`config.mk`:
```
export PLATFORM = sky130hd
export DESIGN_NAME = level_ctrl_flat
export DESIGN_NICKNAME = d
export VERILOG_FILES = /design/src/rtl/level_ctrl_if.sv /design/src/rtl/level_ctrl.sv /design/src/flat_wrapper.sv
export SDC_FILE = /design/constraint.sdc
export NUM_CORES = 1
export LEC_CHECK = 0
export ABC_AREA = 1
export CELL_PAD_IN_SITES_DETAIL_PLACEMENT = 0
export CELL_PAD_IN_SITES_GLOBAL_PLACEMENT = 1
export CORE_MARGIN = 1.5
export CORE_UTILIZATION = 44
export CTS_CLUSTER_DIAMETER = 80
export DETAILED_ROUTE_END_ITERATION = 10
export DONT_BUFFER_PORTS = 1
export PLACE_DENSITY_LB_ADDON = 0.1
export SYNTH_ARGS = -nofsm -noshare
export SYNTH_HDL_FRONTEND = slang
export SYNTH_SLANG_ARGS = --single-unit
```
`constraint.sdc`:
```
create_clock -name clock -period 2.42 [get_ports clock]
set_input_delay 0.484 -clock clock [delete_from_list [all_inputs] [get_ports clock]]
set_output_delay 0.484 -clock clock [all_outputs]
set_load 0.03 [all_outputs]
```
`src/rtl/level_ctrl_if.sv`:
```
// level_ctrl_if: game-progression signal bundle between the level controller and its consumers.
//   start/landed/crashed : game events into the controller
//   level/lives          : display codes out of the controller
//   playing/round_go     : physics enables out of the controller
//   won/lost             : result flags out of the controller
interface level_ctrl_if;
  logic       start;
  logic       landed;
  logic       crashed;
  logic [2:0] level;
  logic [1:0] lives;
  logic       playing;
  logic       round_go;
  logic       won;
  logic       lost;
  modport master (output start, landed, crashed,
                  input  level, lives, playing, round_go, won, lost);
  modport slave  (input  start, landed, crashed,
                  output level, lives, playing, round_go, won, lost);
endinterface

```
`src/rtl/level_ctrl.sv`:
```
// level_ctrl: Moon Landers game sequencer (idle -> stages 1..3 -> done) with a pre-round pause and lives.
//   clock : system clock, rising edge
//   Reset : synchronous, active-low
//   bus   : level_ctrl_if.slave carrying the start/landed/crashed inputs and the
//           level/lives/playing/round_go/won/lost outputs
module level_ctrl #(
  parameter int PAUSE_CYCLES = 50_000_000,
  parameter int LIVES        = 3,
  parameter int CNT_W        = 26
) (
  input logic          clock,
  input logic          Reset,
  level_ctrl_if.slave  bus
);
  typedef enum logic [1:0] {IDLE, PAUSE, PLAY, DONE} state_t;
  localparam logic [CNT_W-1:0] RELOAD     = CNT_W'(PAUSE_CYCLES - 1);
  localparam logic [1:0]       LIVES_INIT = 2'(LIVES);
  state_t           state_q, state_d;
  logic [1:0]       stage_q, stage_d, lives_q, lives_d;
  logic [CNT_W-1:0] timer_q, timer_d;
  logic             won_q, won_d, lost_q, lost_d, go_q, go_d, start_q;
  logic             start_edge;
  // start_q resets high so a button held through reset does not start a game
  assign start_edge = bus.start & ~start_q;
  always_ff @(posedge clock) begin
    if (!Reset) begin
      state_q <= IDLE;
      stage_q <= 2'd1;
      lives_q <= LIVES_INIT;
      timer_q <= '0;
      won_q   <= 1'b0;
      lost_q  <= 1'b0;
      go_q    <= 1'b0;
      start_q <= 1'b1;
    end else begin
      state_q <= state_d;
      stage_q <= stage_d;
      lives_q <= lives_d;
      timer_q <= timer_d;
      won_q   <= won_d;
      lost_q  <= lost_d;
      go_q    <= go_d;
      start_q <= bus.start;
    end
  end
  always_comb begin
    state_d = state_q;
    stage_d = stage_q;
    lives_d = lives_q;
    timer_d = timer_q;
    won_d   = won_q;
    lost_d  = lost_q;
    go_d    = 1'b0;
    case (state_q)
      IDLE:
        if (start_edge) begin
          state_d = PAUSE;
          stage_d = 2'd1;
          lives_d = LIVES_INIT;
          timer_d = RELOAD;
        end
      // timer is loaded with PAUSE_CYCLES-1 so the exit edge lands exactly PAUSE_CYCLES edges after entry
      PAUSE:
        if (timer_q == '0) begin
          state_d = PLAY;
          go_d    = 1'b1;
        end else begin
          timer_d = timer_q - 1'b1;
        end
      // a crash outranks a landing reported in the same cycle
      PLAY:
        if (bus.crashed) begin
          if (lives_q == 2'd1) begin
            lives_d = 2'd0;
            state_d = DONE;
            lost_d  = 1'b1;
          end else begin
            lives_d = lives_q - 2'd1;
            state_d = PAUSE;
            timer_d = RELOAD;
          end
        end else if (bus.landed) begin
          if (stage_q == 2'd3) begin
            state_d = DONE;
            won_d   = 1'b1;
          end else begin
            stage_d = stage_q + 2'd1;
            state_d = PAUSE;
            timer_d = RELOAD;
          end
        end
      DONE:
        if (start_edge) begin
          state_d = IDLE;
          won_d   = 1'b0;
          lost_d  = 1'b0;
          lives_d = LIVES_INIT;
          stage_d = 2'd1;
        end
      default: state_d = IDLE;
    endcase
  end
  assign bus.level    = state_q == IDLE ? 3'd0 : state_q == DONE ? 3'd4 : {1'b0, stage_q};
  assign bus.lives    = lives_q;
  assign bus.playing  = state_q == PLAY;
  assign bus.round_go = go_q;
  assign bus.won      = won_q;
  assign bus.lost     = lost_q;
endmodule

```
`src/flat_wrapper.sv`:
```
// flat-port wrapper written by rule: the top's interface ports become plain ports
module level_ctrl_flat 
#(
  parameter int PAUSE_CYCLES = 50_000_000,
  parameter int LIVES        = 3,
  parameter int CNT_W        = 26
)
  (clock, Reset, bus_start, bus_landed, bus_crashed, bus_level, bus_lives, bus_playing, bus_round_go, bus_won, bus_lost);
  level_ctrl_if bus_i ();
  input logic clock;
  input logic Reset;
  input wire logic [$bits(bus_i.start)-1:0] bus_start;
  input wire logic [$bits(bus_i.landed)-1:0] bus_landed;
  input wire logic [$bits(bus_i.crashed)-1:0] bus_crashed;
  output wire logic [$bits(bus_i.level)-1:0] bus_level;
  output wire logic [$bits(bus_i.lives)-1:0] bus_lives;
  output wire logic [$bits(bus_i.playing)-1:0] bus_playing;
  output wire logic [$bits(bus_i.round_go)-1:0] bus_round_go;
  output wire logic [$bits(bus_i.won)-1:0] bus_won;
  output wire logic [$bits(bus_i.lost)-1:0] bus_lost;
  assign bus_i.start = bus_start;
  assign bus_i.landed = bus_landed;
  assign bus_i.crashed = bus_crashed;
  assign bus_level = bus_i.level;
  assign bus_lives = bus_i.lives;
  assign bus_playing = bus_i.playing;
  assign bus_round_go = bus_i.round_go;
  assign bus_won = bus_i.won;
  assign bus_lost = bus_i.lost;
  level_ctrl #(.PAUSE_CYCLES(PAUSE_CYCLES), .LIVES(LIVES), .CNT_W(CNT_W)) u_core (.clock(clock), .Reset(Reset), .bus(bus_i));
endmodule
```
==> results of run 1 <==
==> cells in the mapped netlist (all sizes together) <==
master | count | area [um^2]
nor2 | 67 | 259
a21oi | 34 | 170
ha | 7 | 87.6
nand3b | 4 | 30.0
dfxtp | 36 | 721
or2 | 5 | 31.3
buf | 5 | 42.5
a31oi | 2 | 12.5
nor3 | 4 | 36.3
a211oi | 1 | 7.51
nand2 | 113 | 434
xor2 | 3 | 26.3
o21ai | 14 | 70.1
clkbuf | 5 | 18.8
nand3 | 37 | 190
nand4 | 11 | 68.8
clkinv | 1 | 3.75
inv | 33 | 124
==> critical path, cell delays in order, from the launching register on <==
cell and delay [ns]:
dfxtp_1 0.36, ha_1 0.40, nor2_1 0.52
==> cell families (layout without fill, tap and decap cells) <==
family,Yosys count,in the layout,share of synthesized area
and+or+nand+nor,241,241,0.450
AOI/OAI and AO/OA,51,51,0.112
buffers and inverters,44,49,0.0810
DFF,36,36,0.309
adders and majority gates,7,7,0.0375
xor gates and xnor gates,3,3,0.0113
==> worst paths after layout <==
check / from / endpoint / slack [ns] / cells past startpoint
worst min-delay path: Reset / u_core.stage_q[0]$_SDFFE_PN1P_ / 0.26 / 1
worst min register to register: u_core.stage_q[1]$_SDFFE_PN0P_ / u_core.stage_q[1]$_SDFFE_PN0P_ / 0.50 / 2
worst max register to register: u_core.state_q[0]$_SDFFE_PN0P_ / u_core.timer_q[19]$_SDFFE_PN0P_ / 0.41 / 9
worst max-delay path: u_core.state_q[1]$_SDFFE_PN0P_ / bus_level[0] / 0.37 / 2
==> sequential cells by signal, indices dropped and copies added, names as in the netlist <==
name,flops
u_core.start_q,1
u_core.timer_q,26
u_core.bus.lost,1
u_core.stage_q,2
u_core.bus.lives,2
u_core.state_q,2
u_core.bus.round_go,1
u_core.bus.won,1
==> power by group through the flow <==
| stage | Sequential, mW | Clock (mW) | Combinational, mW |
|---|---|---|---|
| finish | 0.988 | 0.416 | 2.33 |
| global route | 1.02 | 0.448 | 2.69 |
| CTS | 0.985 | 0.427 | 2.35 |
| detailed placement | 0.996 | 0 | 2.34 |
| global placement | 0.998 | 0 | 2.31 |
| floorplan | 0.949 | 0 | 1.89 |
==> stage by stage <==
step | cell area, um^2 | total power, mW | utilization | setup slack, ns | hold WS, ns
6_report | 2500 | 3.73 | 0.489 | 0.371 | 0.260
5_1_grt | 2500 | 4.15 | 0.489 | 0.146 | 0.245
4_1_cts | 2500 | 3.76 | 0.489 | 0.363 | 0.252
3_5_place_dp | 2420 | 3.33 | 0.474 | 0.417 | 0.486
3_3_place_gp | 2420 | 3.31 | 0.474 | 0.436 | 0.477
2_1_floorplan | 2330 | 2.83 | - | 0.480 | 0.455
==> metal layers <==
layer | vias up | global-route usage | part of all wire | routed length [um]
met5 | - | 0 | 0 | 0
met4 | 0 | 0.0595 | 0.0092 | 54
met3 | 7 | 0.0397 | 0.027 | 158
met2 | 27 | 0.369 | 0.47 | 2770
met1 | 1029 | 0.303 | 0.49 | 2900
li1 | 1249 | - | - | -
==> layout make-up <==
| cell class | instances | area (um^2) | area share |
|---|---|---|---|
| repair buffers | 8 | 60.1 | 0.0240 |
| flip-flops and latches | 36 | 721 | 0.289 |
| inverters | 34 | 128 | 0.0511 |
| well taps | 70 | 87.6 | 0.0351 |
| multi-input cells | 302 | 1420 | 0.570 |
| clock inverters | 1 | 5.00 | 0.00200 |
| clock buffers | 6 | 72.6 | 0.0291 |
==> placed cells by master (no fill, tap or decap), drive strengths merged <==
cell / Yosys / routed
o21ai: 14 / 14
nand3b: 4 / 4
clkbuf: 5 / 6
inv: 33 / 33
ha: 7 / 7
or2: 5 / 5
buf: 5 / 8
a21oi: 34 / 34
a211oi: 1 / 1
nand4: 11 / 11
nand2: 113 / 113
nand3: 37 / 37
xor2: 3 / 3
nor3: 4 / 4
clkinv: 1 / 2
dfxtp: 36 / 36
nor2: 67 / 67
a31oi: 2 / 2
==> flow_metrics.env, run 1 <==
export IMPL_status="complete, no violations"
export IMPL_globalRouteOverflowTotal=0
export IMPL_cts_buffer_depth=2
export IMPL_p_per_area_mw_per_mm2=1490
export IMPL_synth_sequential_area_ratio=0.309
export IMPL_synthCells=382
export IMPL_cts_hold_buffers=0
export IMPL_pwr_share_seq=0.265
export IMPL_clock_skew_ns=0.00371
export IMPL_syn_num_nets=394
export IMPL_switching_share=0.538
export IMPL_cts_sinks=36
export IMPL_antenna_cells=0
export IMPL_grt_pass1_wl_um=9700
export IMPL_num_rows=26
export IMPL_start_kind="register"
export IMPL_maxSlewViolCount=0
export IMPL_cts_root_buf="clkbuf_8"
export IMPL_netlist_area_mm2=0.00233
export IMPL_antenna_found_initial=0
export IMPL_htree_levels=2
export IMPL_dieWidth_um=75.8
export IMPL_finalCriticalPeriod_ns=2.05
export IMPL_crit_type="register to output port"
export IMPL_drt_iter0_drc=127
export IMPL_cts_resized=0
export IMPL_numPlacedInstances=450
export IMPL_fin_tns_setup_ns=0
export IMPL_drt_pass1_iterations=4
export IMPL_die_h_um=75.8
export IMPL_rsz0062_at_grt="no"
export IMPL_clk_pin_slew_ns=0.07
export IMPL_wl_per_cell_um=12.9
export IMPL_io_pins=14
export IMPL_cts_buffers=5
export IMPL_drv_max_cap_violation_count=0
export IMPL_dpl_hpwl_um=4390
export IMPL_vdd_ir_drop_max_v=0.000677
export IMPL_slew_headroom=0.633
export IMPL_viasPerCell=5.06
export IMPL_finalHoldViolCount=0
export IMPL_hold_class="primary input to register"
export IMPL_comb_power_share=0.624
export IMPL_p_sw_mw=2.01
export IMPL_syn_avg_cell_area_um2=6.11
export IMPL_port_buffers=0
export IMPL_start_util=0.457
export IMPL_place_gp_congestion=0.879
export IMPL_power_share_clock=0.111
export IMPL_yosys_warnings=0
export IMPL_critPathRequiredTime_ns=1.94
export IMPL_n_fill_cell=578
export IMPL_core_mm2=0.00511
export IMPL_finalSetupViolations=0
export IMPL_vias=2312
export IMPL_track_usage=0.225
export IMPL_period_share=0.847
export IMPL_final_nets=399
export IMPL_ys_types=29
export IMPL_die_area_mm2=0.00575
export IMPL_cts_tree="done"
export IMPL_leakage_nw=1.08
export IMPL_arrival_ns=1.56
export IMPL_critPathMaxFanout=8
export IMPL_p_int_mw=1.72
export IMPL_ant_nets=0
export IMPL_worst_slew_pin_transition_ns=0.551
export IMPL_drt_wl_total_um=5880
export IMPL_layout_drive_gt1_share=0.0749
export IMPL_cts_setup_buffers=0
export IMPL_clock_latency_ns=0.29
export IMPL_grt_max_degree=26
export IMPL_remaining_drc_errors=0
export IMPL_fmax_ghz=0.488
export IMPL_ys_ff_latch=36
export IMPL_stdcell_count=457
export IMPL_grt_pass1_vias=2029
export IMPL_syn_to_final_growth_pct=7.02
export IMPL_end_kind="output port"
Power figures use the tool's default switching activity.
==> inputs of run 2 (changes only) <==
CORE_UTILIZATION = 40   (was 44)
clock period = 1.7 ns   (was 2.42 ns; I/O delays follow)
==> run 2 against run 1 <==
  * Global-route usage shrank 0.29 points
  * Largest power group unchanged
  * Non-clock buffer count grew 34
  * Cell count grew 8.5%
==> flow_metrics.env, run 2 (synthesis gave the netlist of run 1 again) <==
export IMPL_status="complete, no violations"
export IMPL_fin_util=0.560
export IMPL_worst_path_dominant_cell_family="simple AND/OR/NAND/NOR gates"
export IMPL_p_per_area_mw_per_mm2=2160
export IMPL_critPathMaxFanout=5
export IMPL_start_kind="register"
export IMPL_drt_iter0_drc=130
export IMPL_final_common_cell="nand2_1"
export IMPL_finalHoldViolCount=0
export IMPL_die_h_um=79.4
export IMPL_dpl_hpwl_um=4870
export IMPL_cts_root_buf="clkbuf_8"
export IMPL_cts_sinks=36
export IMPL_die_area_mm2=0.00630
export IMPL_path_buf_inv=4
export IMPL_antenna_found_initial=0
export IMPL_layout_common_cells="104 x nand2_1, 55 x nor2_1, 35 x nand3_1"
export IMPL_syn_to_final_growth_pct=33.9
export IMPL_wl_per_cell_um=13.8
export IMPL_min_from="Reset"
export IMPL_finalSetupViolations=0
export IMPL_stdcell_count=496
export IMPL_clk_pin_slew_ns=0.08
export IMPL_worst_path_stages=12
export IMPL_track_usage=0.222
export IMPL_grt_pass1_wl_um=11000
export IMPL_drt_pass1_iterations=4
export IMPL_cts_buffers=5
export IMPL_globalRouteOverflowTotal=0
export IMPL_dieWidth_um=79.4
export IMPL_start_util=0.419
export IMPL_crit_type="register to register"
export IMPL_end_kind="register"
export IMPL_p_int_mw=3.36
export IMPL_final_nets=435
export IMPL_cts_tree="done"
export IMPL_antenna_cells=0
export IMPL_hold_depth=1
export IMPL_numPlacedInstances=477
export IMPL_multi_input_area_mm2=0.00165
export IMPL_r2r_end="u_core.timer_q[24]$_SDFFE_PN0P_"
export IMPL_cts_hold_buffers=0
export IMPL_vdd_ir_drop_max_v=0.00110
export IMPL_cp_slowest_cell="dfxtp_4"
export IMPL_power_share_clock=0.115
export IMPL_port_buffers=0
export IMPL_worst_slew_pin_transition_ns=0.385
export IMPL_period_share=0.999
export IMPL_drv_max_cap_violation_count=0
export IMPL_pwr_share_seq=0.211
export IMPL_top_register="u_core.timer_q"
export IMPL_core_mm2=0.00557
export IMPL_leakage_nw=1.34
export IMPL_slew_headroom=0.743
export IMPL_p_sw_mw=3.38
export IMPL_p_total_mw=6.74
export IMPL_io_pins=14
export IMPL_clock_skew_ns=0.00510
export IMPL_worstRegToRegCells=12
export IMPL_num_rows=27
export IMPL_largest_reg_flops=26
export IMPL_ant_nets=0
export IMPL_maxSlewViolCount=0
export IMPL_finalCriticalPeriod_ns=1.70
export IMPL_htree_levels=2
export IMPL_hold_class="primary input to register"
export IMPL_drt_wl_total_um=6820
export IMPL_cts_buffer_depth=2
export IMPL_r2r_setup_slack_ns=0.002
export IMPL_grt_pass1_vias=2396
export IMPL_viasPerCell=5.08
export IMPL_cpMostUsedCell="buf_6"
export IMPL_rr_startpoint="u_core.state_q[1]$_SDFFE_PN0P_"
export IMPL_grt_max_degree=21
export IMPL_critPathRequiredTime_ns=1.93
export IMPL_rsz0062_at_grt="yes"
export IMPL_vias=2519
export IMPL_seq_area_um2=729
export IMPL_worstHoldEndpoint="u_core.stage_q[0]$_SDFFE_PN1P_"
export IMPL_remaining_drc_errors=0
export IMPL_n_fill_cell=570
export IMPL_slowest_delay_ns=0.38
export IMPL_comb_power_share=0.674
export IMPL_fmax_ghz=0.589
export IMPL_switching_share=0.502
export IMPL_place_gp_congestion=0.833
export IMPL_clock_latency_ns=0.29
export IMPL_crit_chain="inv_4, ha_4, buf_6, nand2_4, o21ai_4, nor3_4, buf_6, nand2_8, buf_6, nor2_2, nor2_1, nor2_1"
export IMPL_arrival_ns=1.93
export IMPL_layout_drive_gt1_share=0.250
## run 2: worst max path at each step
stage	start	endpoint	slack [ns]
floorplan	u_core.state_q[0]$_SDFFE_PN0P_	u_core.timer_q[17]$_SDFFE_PN0P_	-0.01
global placement	u_core.state_q[0]$_SDFFE_PN0P_	u_core.timer_q[2]$_SDFFE_PN0P_	-0.009
detailed placement	u_core.state_q[0]$_SDFFE_PN0P_	u_core.timer_q[22]$_SDFFE_PN0P_	-0.08
CTS	u_core.state_q[1]$_SDFFE_PN0P_	bus_level[0]	0.004
global route	u_core.state_q[1]$_SDFFE_PN0P_	u_core.timer_q[19]$_SDFFE_PN0P_	-0.09
finish	u_core.state_q[1]$_SDFFE_PN0P_	u_core.timer_q[24]$_SDFFE_PN0P_	0.002
## run 2: power by group through the flow
stage	Sequential, mW	Clock (mW)	Combinational [mW]
after floorplan	1.35	0	2.71
after global placement	1.39	0	3.75
after detailed placement	1.40	0	3.77
after CTS	1.38	0.801	3.85
after global routing	1.45	0.820	5.08
final	1.42	0.777	4.54
## run 2: what timing repair did
action | in CTS | in global routing
hold endpoints to repair | 0 | 0
resized for setup | 11 | 58
setup endpoints to repair | 26 | 29
pin swaps | 3 | 18
cloned | 0 | 4
buffers inserted | 1 | 6
## run 2: metal layers
layer | up-vias | GRT usage | wire length [um]
met1 | 1132 | 0.278 | 2990
met2 | 57 | 0.382 | 3390
met5 | - | 0 | 0
met4 | 0 | 0.0719 | 53
li1 | 1324 | - | -
met3 | 6 | 0.0423 | 385
## run 2: final cells by class
class | count | share of cell area
timing repair buffer | 42 | 0.125
multi-input combinational | 303 | 0.528
tap | 72 | 0.0288
inverter | 34 | 0.0457
sequential | 36 | 0.233
clock buffer | 5 | 0.0220
clock inverter | 3 | 0.0136
timing repair inverter | 1 | 0.00280
## run 2: per-stage QoR
step / setup TNS [ns] / setup slack, ns / cell area [um^2] / hold WS, ns
floorplan: -0.213 / -0.0109 / 2360 / 0.409
global placement: -0.0197 / -0.00949 / 2640 / 0.413
detailed placement: -0.930 / -0.0756 / 2640 / 0.419
CTS: 0 / 0.00427 / 2800 / 0.106
global route: -1.47 / -0.0896 / 3120 / 0.119
finish: 0 / 0.00201 / 3120 / 0.114
